==> src/rtl/modmul_seq_front_829.sv <==
// Sequential shift-add multiplier feeding the mod-829 Barrett stage; flags operands >= Q.
// Optional macro MODMUL_EARLY_TERM_EN: finish as soon as the remaining multiplier bits are zero.
module modmul_seq_front_829 #(
  parameter int WIDTH = 10,
  parameter int Q     = 829
) (
  input  logic                 clk,
  input  logic                 rst,
  input  logic                 in_valid,
  output logic                 in_ready,
  input  logic [WIDTH-1:0]     in_a,
  input  logic [WIDTH-1:0]     in_b,
  output logic                 out_valid,
  input  logic                 out_ready,
  output logic [2*WIDTH-1:0]   out_prod,
  output logic                 out_range_err,
  output logic                 busy
);

  localparam logic [1:0] IDLE = 2'd0;
  localparam logic [1:0] RUN  = 2'd1;
  localparam logic [1:0] DONE = 2'd2;

  localparam int CW = $clog2(WIDTH) + 1;
  localparam logic [CW-1:0] LAST_CNT = CW'(WIDTH - 1);
  localparam logic [WIDTH:0] Q_EXT = (WIDTH + 1)'(Q);

  logic [1:0]           state_reg, state_next;
  logic [WIDTH-1:0]     a_reg, a_next;
  logic [WIDTH-1:0]     b_reg, b_next;
  logic [2*WIDTH-1:0]   acc_reg, acc_next;
  logic [CW-1:0]        cnt_reg, cnt_next;
  logic                 err_reg, err_next;
  logic                 in_ready_reg, in_ready_next;

  logic [2*WIDTH-1:0]   a_ext;
  logic [2*WIDTH-1:0]   partial;
  logic                 accept;
  logic                 range_bad;

  assign a_ext     = {{WIDTH{1'b0}}, a_reg};
  assign partial   = a_ext << cnt_reg;
  assign accept    = in_valid && in_ready_reg;
  assign range_bad = ({1'b0, in_a} >= Q_EXT) || ({1'b0, in_b} >= Q_EXT);

  always_comb begin
    state_next = state_reg;
    a_next     = a_reg;
    b_next     = b_reg;
    acc_next   = acc_reg;
    cnt_next   = cnt_reg;
    err_next   = err_reg;
    case (state_reg)
      IDLE: begin
        if (accept) begin
          a_next     = in_a;
          b_next     = in_b;
          acc_next   = '0;
          cnt_next   = '0;
          err_next   = range_bad;
          state_next = RUN;
`ifdef MODMUL_EARLY_TERM_EN
          if (in_b == '0) state_next = DONE;
`endif
        end
      end
      RUN: begin
        if (b_reg[0]) acc_next = acc_reg + partial;
        b_next   = b_reg >> 1;
        cnt_next = cnt_reg + CW'(1);
        if (cnt_reg == LAST_CNT) state_next = DONE;
`ifdef MODMUL_EARLY_TERM_EN
        if (b_next == '0) state_next = DONE;
`endif
      end
      DONE: begin
        if (out_ready) state_next = IDLE;
      end
      default: state_next = IDLE;
    endcase
  end

  // Registered so in_ready stays low during reset and rises one edge after release.
  assign in_ready_next = (state_next == IDLE);

  always_ff @(posedge clk or posedge rst) begin
    if (rst) begin
      state_reg    <= IDLE;
      a_reg        <= '0;
      b_reg        <= '0;
      acc_reg      <= '0;
      cnt_reg      <= '0;
      err_reg      <= 1'b0;
      in_ready_reg <= 1'b0;
    end else begin
      state_reg    <= state_next;
      a_reg        <= a_next;
      b_reg        <= b_next;
      acc_reg      <= acc_next;
      cnt_reg      <= cnt_next;
      err_reg      <= err_next;
      in_ready_reg <= in_ready_next;
    end
  end

  assign in_ready      = in_ready_reg;
  assign out_valid     = (state_reg == DONE);
  assign out_prod      = (state_reg == DONE) ? acc_reg : '0;
  assign out_range_err = (state_reg == DONE) && err_reg;
  assign busy          = (state_reg == RUN) || (state_reg == DONE);

endmodule

==> config.mk <==
export PLATFORM = sky130hd
export DESIGN_NAME = modmul_seq_front_829
export DESIGN_NICKNAME = d
export VERILOG_FILES = /design/src/rtl/modmul_seq_front_829.sv
export SDC_FILE = /design/constraint.sdc
export NUM_CORES = 1
export LEC_CHECK = 0
export CAP_MARGIN = 30
export CORE_ASPECT_RATIO = 0.75
export CORE_UTILIZATION = 54
export CTS_CLUSTER_SIZE = 20
export DETAILED_ROUTE_END_ITERATION = 10
export PLACE_DENSITY = 0.83
export SYNTH_ARGS = -nofsm -noshare
export SYNTH_HDL_FRONTEND = slang
export SYNTH_SLANG_ARGS = --single-unit
==> constraint.sdc <==
create_clock -name clk -period 7 [get_ports clk]
set_clock_uncertainty 0.1 [all_clocks]
set_input_delay 0.7 -clock clk [delete_from_list [all_inputs] [get_ports clk]]
set_output_delay 0.7 -clock clk [all_outputs]
set_load 0.005 [all_outputs]
After elaboration in Yosys (flattened, before gate mapping) --
Index checks and enable logic that the tools add are counted.
Operators by class: $add $sub $neg 2, reductions and logical operators 10, eq/ne operators 5, $lt $le $gt $ge 2, muxes and demuxes 12, shift-type cells 1
Operator list (number):
- 2-to-1 mux 20 bit | 3
- one-hot mux 20 bit (2 select lines) | 1
- adder 20 bit | 1
- greater-or-equal comparator 10 bit, second input constant | 2
- one-hot mux 10 bit (2 select lines) | 1
- << shifter 10 x 5 -> 20 bit | 1
- 2-to-1 mux 10 bit | 1
- one-hot mux 5 bit (2 select lines) | 1
- 2-to-1 mux 2 bit | 3
- one-hot mux 2 bit (3 select lines) | 1
- adder 5 x 1 -> 5 bit, second input constant | 1
- equality test 5 x 4 -> 1 bit, second input constant | 1
- 2-to-1 mux 5 bit | 1
- zero test 2 bit | 2
- inequality test 2 bit, second input constant | 2
- AND reduction 2 bit | 2
- AND reduction 3 bit | 1
- equality test 2 x 1 -> 1 bit, second input constant | 1
- equality test 2 bit, second input constant | 1
- logical AND 1 bit | 2
- logical OR 1 bit | 2
- nonzero test 2 bit | 1
Word-level totals: register bits after elaboration 49, logic and storage cells 39, bits of input ports 24, output and inout port bits 24

Depth between registers and ports, before layout --
Gate-level depths: netlist of the first run.
depth in word-level cells 4, depth in mapped cells 17, mapped depth without buffers 15

Worst setup path before layout of the first run --
OpenSTA, ideal clock, no wires.
kind reg-to-reg, from register cnt_reg[1], to register acc_reg[17], arrival time 2967 ps, data required time 6772 ps, clock period less this slack 3194 ps, setup slack 3806 ps, path buffers 2, stages on the path, launching flop included 17, cells stage by stage dfrtp_1 buf_2 buf_4 mux2_2 nor2_1 a21oi_1 mux2i_1 mux2i_1 nor2b_1 ha_1 o21ai_0 o21ai_2 a31oi_4 nor3_1 a2111oi_2 xor2_1 o21ai_1
Between the ends: word-level cells in the longest chain between the ends 4
RTL lines:
- from (decl) | line 32 | logic [CW-1:0] cnt_reg, cnt_next;
- from (signal assigned) | line 100 | cnt_reg <= cnt_next;
- << shifter 10 x 5 -> 20 bit | line 42 | assign partial = a_ext << cnt_reg;
- adder 20 bit | line 68 | if (b_reg[0]) acc_next = acc_reg + partial;
- 2-to-1 mux 20 bit | line 68
- one-hot mux 20 bit (2 select lines) | line 53 | case (state_reg)
- to (signal assigned) | line 99 | acc_reg <= acc_next;
- to (decl) | line 31 | logic [2*WIDTH-1:0] acc_reg, acc_next;
Every way passes these cells. The select of a mux whose other input is x is not followed. A chain may end at the register's enable or synchronous reset.

Worst setup path after layout of the first run --
Same ends and word-level chain as after synthesis.

==> key figures, run 1 <==
STA
  • Final setup violation count: 0
  • RSZ-0062 raised after global routing: false
  • Crit share post-route: 54.50%
  • Max Slew Vio Count: 0
  • Hold Vio Cnt, Final: 0
  • Actual slew at the worst max-slew pin: between 0.7 and 0.8 ns
  • Fmax: 0.2621 GHz
  • Max_slew headroom: 48.96%
  • Setup TNS Final: 0 ns
  • Min Clock Period, post-route: between 3 and 4 ns

Critical path
  • Critical path startpoint: cnt_reg[1]$_DFFE_PP0P_
  • Crit path to: acc_reg[17]$_DFFE_PP0P_
  • CP Depth: 14
  • CP endpoint kind: register
  • Critical path's slowest cell: dfrtp_1
  • CP Cell Sequence: mux2_2 > nor2_1 > a21oi_1 > mux2i_1 > mux2i_1 > nor2b_1 > ha_1 > o21ai_0 > o21ai_2 > a31oi_4 > nor3_1 > a2111oi_2 > xor2_1 > o21ai_1
  • CP peak stage delay: 0.72 ns
  • Critical path fanouts, max: 15
  • Worst setup SP type: register
  • Reg2reg setup slack: 3.18 ns
  • Worst EP required: between 7 and 8 ns
  • CP dominant cell by count: mux2i_1
  • Setup CP Type: register to register
  • R2R depth: 14
  • RR Startpoint: cnt_reg[1]$_DFFE_PP0P_
  • Buf/Inv on CP: 0
  • Worst R2R End: acc_reg[17]$_DFFE_PP0P_
  • Family with the most delay on the worst path: compound AO/OA/AOI/OAI gates
  • WP data arrival: around 3.9 ns

Outcome
  • Outcome: finished with violations
  • Failing checks: design-rule violations

GRT
  • GRT Util Overall: 26.78%
  • Largest net degree at the start of global routing: 33
  • Initial antenna violation count: 0
  • Grt total ovfl: 0
  • Number of global-route vias before repair: about 3.1k
  • First-pass GRT wire length: around 15000 µm

Clock network
  • Clock buffer depth: 2
  • Total CTS buffers: 5
  • Post-cts hold buffer count: 0
  • Htree depth: 2
  • Clock sinks: 49
  • Setup bufs post-CTS: 0
  • Clk root buf: clkbuf_8
  • Resized cells post-CTS: 0
  • Clock transition at path regs: roughly 0.1 ns
  • Clock tree from TritonCTS: yes
  • Skew-Pair Late Insertion Delay: 0.31 ns

Placement
  • Port bufs: 47
  • Gpl congestion: 1.078
  • Post-Place Cell Area: 0.004260 mm²
  • Hpwl dp: between 7000 and 8000 µm

Floorplanning
  • Die area: 0.007268 mm²
  • IO Pins: 48
  • Initial Util: a little under three fifths
  • Core area: between 0.006 and 0.007 mm²
  • Num rows: 25
  • Die X: 98.11 µm
  • Die Height: 74.09 µm

Detailed routing
  • Iteration-0 DRC count of the detailed router: between 200 and 300
  • Vias/cell: roughly 6
  • Vias: 3346
  • Routed wire length: slightly above 9000 µm
  • DRC violation count after routing: 2
  • Wirelength per Cell: 16.84 µm
  • Drt first pass iters: 10
  • Antenna Nets Post-Route: 0

Yosys
  • EDFF count, synth: 0
  • Mapped cell area: 0.003741 mm²
  • Most used DFF post-synth: dfrtp_1
  • Mean Syn Cell Area: 8.660 µm²
  • Gate Count Post-Synth: 432
  • Unique masters post-synth: 50
  • Synthesized Nets: 482
  • Synth warn: 0
  • Fraction of the yosys area taken by sequential cells: between 30% and 40%
  • FFs w/ async S/R, synth: between 90% and 100%
  • Seq cells post-synth: 49

Flow run
  • Max-Cap Viols: 0

Cells and area
  • Most frequent cells in the layout: 50 x nor2_1, 49 x dfrtp_1, 47 x clkdlybuf4s50_1, 42 x nand2_1, 33 x a21oi_1
  • Final instance area: 0.004380 mm²
  • Nets: 518
  • P&R area growth vs syn: 17.09%
  • Ant diodes: 0
  • Fraction of layout cells with a size suffix above 1: 7.676%
  • Max FFs per register: 20
  • Commonest non-fill, non-tap cell in the layout: nor2_1
  • Fillers: about 560

Min path
  • Worst min path class: register to register
  • Min-Delay Path Depth: 2

Power
  • Combinational share of power: 63.4%
  • PD cells: ~470 mW/mm²
  • Clock share of power: between 10% and 20%
  • Switching Fraction: 48.54%
  • LEAKAGE: 1.901 nW
  • VDD IR max: approximately 0.25 mV
  • Register share of total power: 25.8%
  • Int Pwr: 1.053 mW
  • Switching pwr: roughly 0.99 mW
  • Pwr Total: 2.047 mW
## worst reg2reg max path: stages, from the launching register on
cell       delay, ns
dfrtp_1         0.72
mux2_2          0.42
nor2_1          0.09
a21oi_1         0.07
mux2i_1         0.25
mux2i_1         0.10
nor2b_1         0.17
ha_1            0.35
o21ai_0         0.33
o21ai_2         0.14
a31oi_4         0.23
nor3_1          0.11
a2111oi_2       0.33
xor2_1          0.20
o21ai_1         0.07
## per-stage QoR
step / cells / setup slack (ns) / hold WS, ns / utilization, %
5_1_grt: 550 / 2.953 / 0.4293 / 67.33
6_report: 550 / 3.185 / 0.3892 / 67.33
2_1_floorplan: 432 / 3.806 / 0.3424 / -
3_3_place_gp: 541 / 3.373 / 0.3548 / 65.17
3_5_place_dp: 542 / 3.269 / 0.3736 / 65.48
4_1_cts: 550 / 3.241 / 0.3957 / 67.33
## cell usage after synthesis (5+ instances only)
library cell	number	share of area, %
nor2_1	50	5.0
dfrtp_1	49	33
nand2_1	42	4.2
a21oi_1	33	4.4
mux2i_1	26	7.0
ha_1	25	8.4
o21ai_0	22	2.9
and2_1	21	3.5
mux2_2	13	3.9
xor2_1	13	3.0
clkbuf_1	12	1.2
o21ai_1	11	1.5
nor2b_1	10	1.7
inv_1	9	0.90
a211oi_1	7	1.4
nand4_1	7	1.2
xnor2_1	7	1.6
a21o_1	6	1.2
nor3_1	5	0.67
## worst min path at each step
stage,from,end
floorplan,err_reg$_DFFE_PP0P_,err_reg$_DFFE_PP0P_
global placement,err_reg$_DFFE_PP0P_,err_reg$_DFFE_PP0P_
detailed placement,err_reg$_DFFE_PP0P_,err_reg$_DFFE_PP0P_
CTS,err_reg$_DFFE_PP0P_,err_reg$_DFFE_PP0P_
global route,err_reg$_DFFE_PP0P_,err_reg$_DFFE_PP0P_
finish,err_reg$_DFFE_PP0P_,err_reg$_DFFE_PP0P_
## cells by family after synthesis
| family | count (synthesis) | synth area share, % |
|---|---|---|
| xor+xnor | 20 | 4.682 |
| simple gates | 152 | 19.03 |
| mux | 39 | 10.87 |
| compound gates | 116 | 20.50 |
| flops | 49 | 32.78 |
| fa+ha+maj | 26 | 8.896 |
| buf+inv | 30 | 3.244 |
## metal layers
| metal | GRT usage (%) | routed length, µm | part of all wire [%] | up-vias |
|---|---|---|---|---|
| li1 | - | - | - | 1604 |
| met1 | 38.30 | 4520 | 49 | 1599 |
| met2 | 41.55 | 4043 | 44 | 129 |
| met3 | 5.451 | 573 | 6.2 | 14 |
| met4 | 7.576 | 123 | 1.3 | 0 |
| met5 | 0 | 0 | 0 | - |
## power by group through the flow
| stage | sequential [mW] | combinational [mW] | clock [mW] |
|---|---|---|---|
| finish | 0.529 | 1.30 | 0.220 |
| global route | 0.547 | 1.42 | 0.236 |
| CTS | 0.527 | 1.27 | 0.225 |
| detailed placement | 0.533 | 1.27 | 0 |
| global placement | 0.528 | 1.23 | 0 |
| floorplan | 0.469 | 1.03 | 0 |
## layout make-up
cell class / count / area, µm² / area share, %
multi-input combinational: 353 / 2394 / 54.64
sequential: 49 / 1226 / 27.99
timing repair buffer: 50 / 505.5 / 11.54
tap: 81 / 101.3 / 2.314
clock buffer: 6 / 82.58 / 1.885
clock inverter: 2 / 37.54 / 0.8569
inverter: 9 / 33.78 / 0.7712
No activity file was read; power rests on OpenSTA's default activity.
==> run 2: changes to the inputs <==
Settings changed: CORE_UTILIZATION 54 to 51, PLACE_DENSITY 0.83 to 0.82.
Clock period 7 ns to 3.35 ns, I/O delays scaled along.
==> key figures, run 2 (same netlist as run 1, synthesis figures left out) <==
GRT
  • Largest net degree at the start of global routing: 34
  • Initial antenna violation count: 0
  • Number of global-route vias before repair: ~3.2k
  • GRT Util Overall: between 20% and 30%
  • First-pass GRT wire length: 15690 µm
  • Grt total ovfl: 0

Detailed routing
  • Antenna Nets Post-Route: 0
  • Vias/cell: 5.747
  • Routed wire length: 9430 µm
  • Drt first pass iters: 4
  • Wirelength per Cell: 15.82 µm
  • DRC violation count after routing: 0
  • Vias: between 3k and 4k
  • Iteration-0 DRC count of the detailed router: 218

Critical path
  • CP peak stage delay: 0.47 ns
  • WP data arrival: 3.34 ns
  • Critical path fanouts, max: 7
  • Worst setup SP type: register
  • CP endpoint kind: register
  • Worst EP required: 3.43 ns
  • Setup CP Type: register to register
  • CP Depth: 15
  • Critical path's slowest cell: dfrtp_2
  • CP Cell Sequence: inv_1 > nor2_1 > a21oi_1 > o2bb2ai_1 > a22oi_1 > nor2_1 > ha_1 > buf_4 > inv_1 > o21bai_1 > a21oi_1 > nor2_1 > a2111oi_2 > xor2_1 > o21ai_1
  • Family with the most delay on the worst path: compound AO/OA/AOI/OAI gates
  • CP dominant cell by count: nor2_1
  • R2R depth: 15
  • Buf/Inv on CP: 3

Flow run
  • Max-Cap Viols: 0

Cells and area
  • Most frequent cells in the layout: 47 x dfrtp_1, 47 x clkdlybuf4s50_1, 46 x nor2_1, 41 x nand2_1
  • Fraction of layout cells with a size suffix above 1: 18.67%
  • Ant diodes: 0
  • Final instance area: 0.004776 mm²
  • Nets: 547
  • Non-filler cells, final: 596
  • Fillers: 590
  • P&R area growth vs syn: 27.66%
  • Max FFs per register: 20

Clock network
  • Clk root buf: clkbuf_8
  • Total CTS buffers: 5
  • Clock buffer depth: 2
  • Htree depth: 2
  • Clock transition at path regs: 0.10 ns
  • Skew-Pair Late Insertion Delay: 0.31 ns
  • Clock tree from TritonCTS: yes
  • Post-cts hold buffer count: 0
  • Clock sinks: 49

Power
  • PD cells: 998.0 mW/mm²
  • LEAKAGE: 2.057 nW
  • Clock share of power: approximately a tenth
  • Switching Fraction: 47.05%
  • Int Pwr: 2.524 mW
  • Register share of total power: 22.8%
  • Combinational share of power: 67.6%
  • VDD IR max: 0.4471 mV
  • Switching pwr: 2.243 mW

Floorplanning
  • Die X: 100.9 µm
  • Die area: 0.007686 mm²
  • Num rows: 26
  • Core area: roughly 0.0070 mm²
  • Initial Util: a little over half
  • IO Pins: 48
  • Die Height: 76.18 µm

Placement
  • Gpl congestion: 0.9168
  • Port bufs: between 40 and 50
  • Hpwl dp: about 7000 µm
  • Placed cell count: 578
  • Post-Place Cell Area: 0.004424 mm²
  • Dpl ws: -0.08132 ns

STA
  • Actual slew at the worst max-slew pin: roughly 0.75 ns
  • Max_slew headroom: 50.20%
  • Hold Vio Cnt, Final: 0
  • Max Slew Vio Count: 0
  • Final setup violation count: 0
  • Post-route setup slack: 0.09152 ns
  • Fmax: just over 0.3 GHz
  • RSZ-0062 raised after global routing: true
  • Min Clock Period, post-route: 3.258 ns
  • Crit share post-route: between 90% and 100%

Outcome
  • Outcome: completed

Min path
  • Worst min path class: input pin to asynchronous set/reset pin
## run 2: area by class of cell
type,count,area [µm²],area share [%]
Multi-Input combinational cell,353,2540,53.18
Sequential cell,49,1229,25.73
Timing Repair Buffer,79,730.7,15.30
Tap cell,98,122.6,2.567
Clock buffer,6,82.58,1.729
Clock inverter,2,37.54,0.7860
Inverter,9,33.78,0.7074
## run 2: power by group through the flow
stage	Clock [mW]	Combinational, mW	Sequential (mW)
after CTS	0.465	2.87	1.06
after floorplan	0	2.16	0.980
final	0.459	3.22	1.09
after detailed placement	0	2.85	1.07
after global placement	0	2.79	1.06
after global routing	0.490	3.55	1.12
## run 2: final timing paths
check | startpoint | slack, ns | to
worst min-delay path | rst | 0.23 | acc_reg[3]$_DFFE_PP0P_
worst min register to register | err_reg$_DFFE_PP0P_ | 0.38 | err_reg$_DFFE_PP0P_
worst max register to register | cnt_reg[0]$_DFFE_PP0P_ | 0.09 | acc_reg[17]$_DFFE_PP0P_
worst max-delay path | cnt_reg[0]$_DFFE_PP0P_ | 0.09 | acc_reg[17]$_DFFE_PP0P_
min in group clk | err_reg$_DFFE_PP0P_ | 0.38 | err_reg$_DFFE_PP0P_
max in group asynchronous | rst | 2.39 | cnt_reg[0]$_DFFE_PP0P_
## run 2: what timing repair did
action                     in CTS  in global routing
setup endpoints to repair       3                 10
setup buffers                   0                 10
pin swaps                       0                  9
resized for setup               3                 35
## run 2: routing by layer
layer	share of wire [%]	global-route usage, %
met4	1.3	7.681
met3	4.9	4.404
met2	43	38.01
met5	0	0
met1	50	38.38
## run 2: worst register-to-register path: cells and delay by family (launching register included)
family / cells / cell delay, ns
AO/OA/AOI/OAI: 7 / 1.29
buffers and inverters: 3 / 0.47
flip-flops: 1 / 0.47
AND/OR/NAND/NOR: 3 / 0.34
adder cells (fa/ha/maj): 1 / 0.27
XOR/XNOR: 1 / 0.20
## run 2: per-stage QoR
step | hold WS [ns] | setup TNS, ns | total power [mW] | utilization [%]
2_1_floorplan | 0.3424 | 0 | 3.141 | -
3_3_place_gp | 0.3553 | -0.005923 | 3.843 | 63.26
3_5_place_dp | 0.3635 | -0.1196 | 3.917 | 63.55
4_1_cts | 0.2380 | 0 | 4.398 | 65.35
5_1_grt | 0.2724 | -0.1547 | 5.159 | 68.60
6_report | 0.2254 | 0 | 4.766 | 68.60
==> run 3: changes to the inputs <==
Settings changed: ABC_CLOCK_PERIOD_IN_PS set to 3350.
==> results of run 3 <==
Final layout, timing and power as in run 2 (identical DEF).
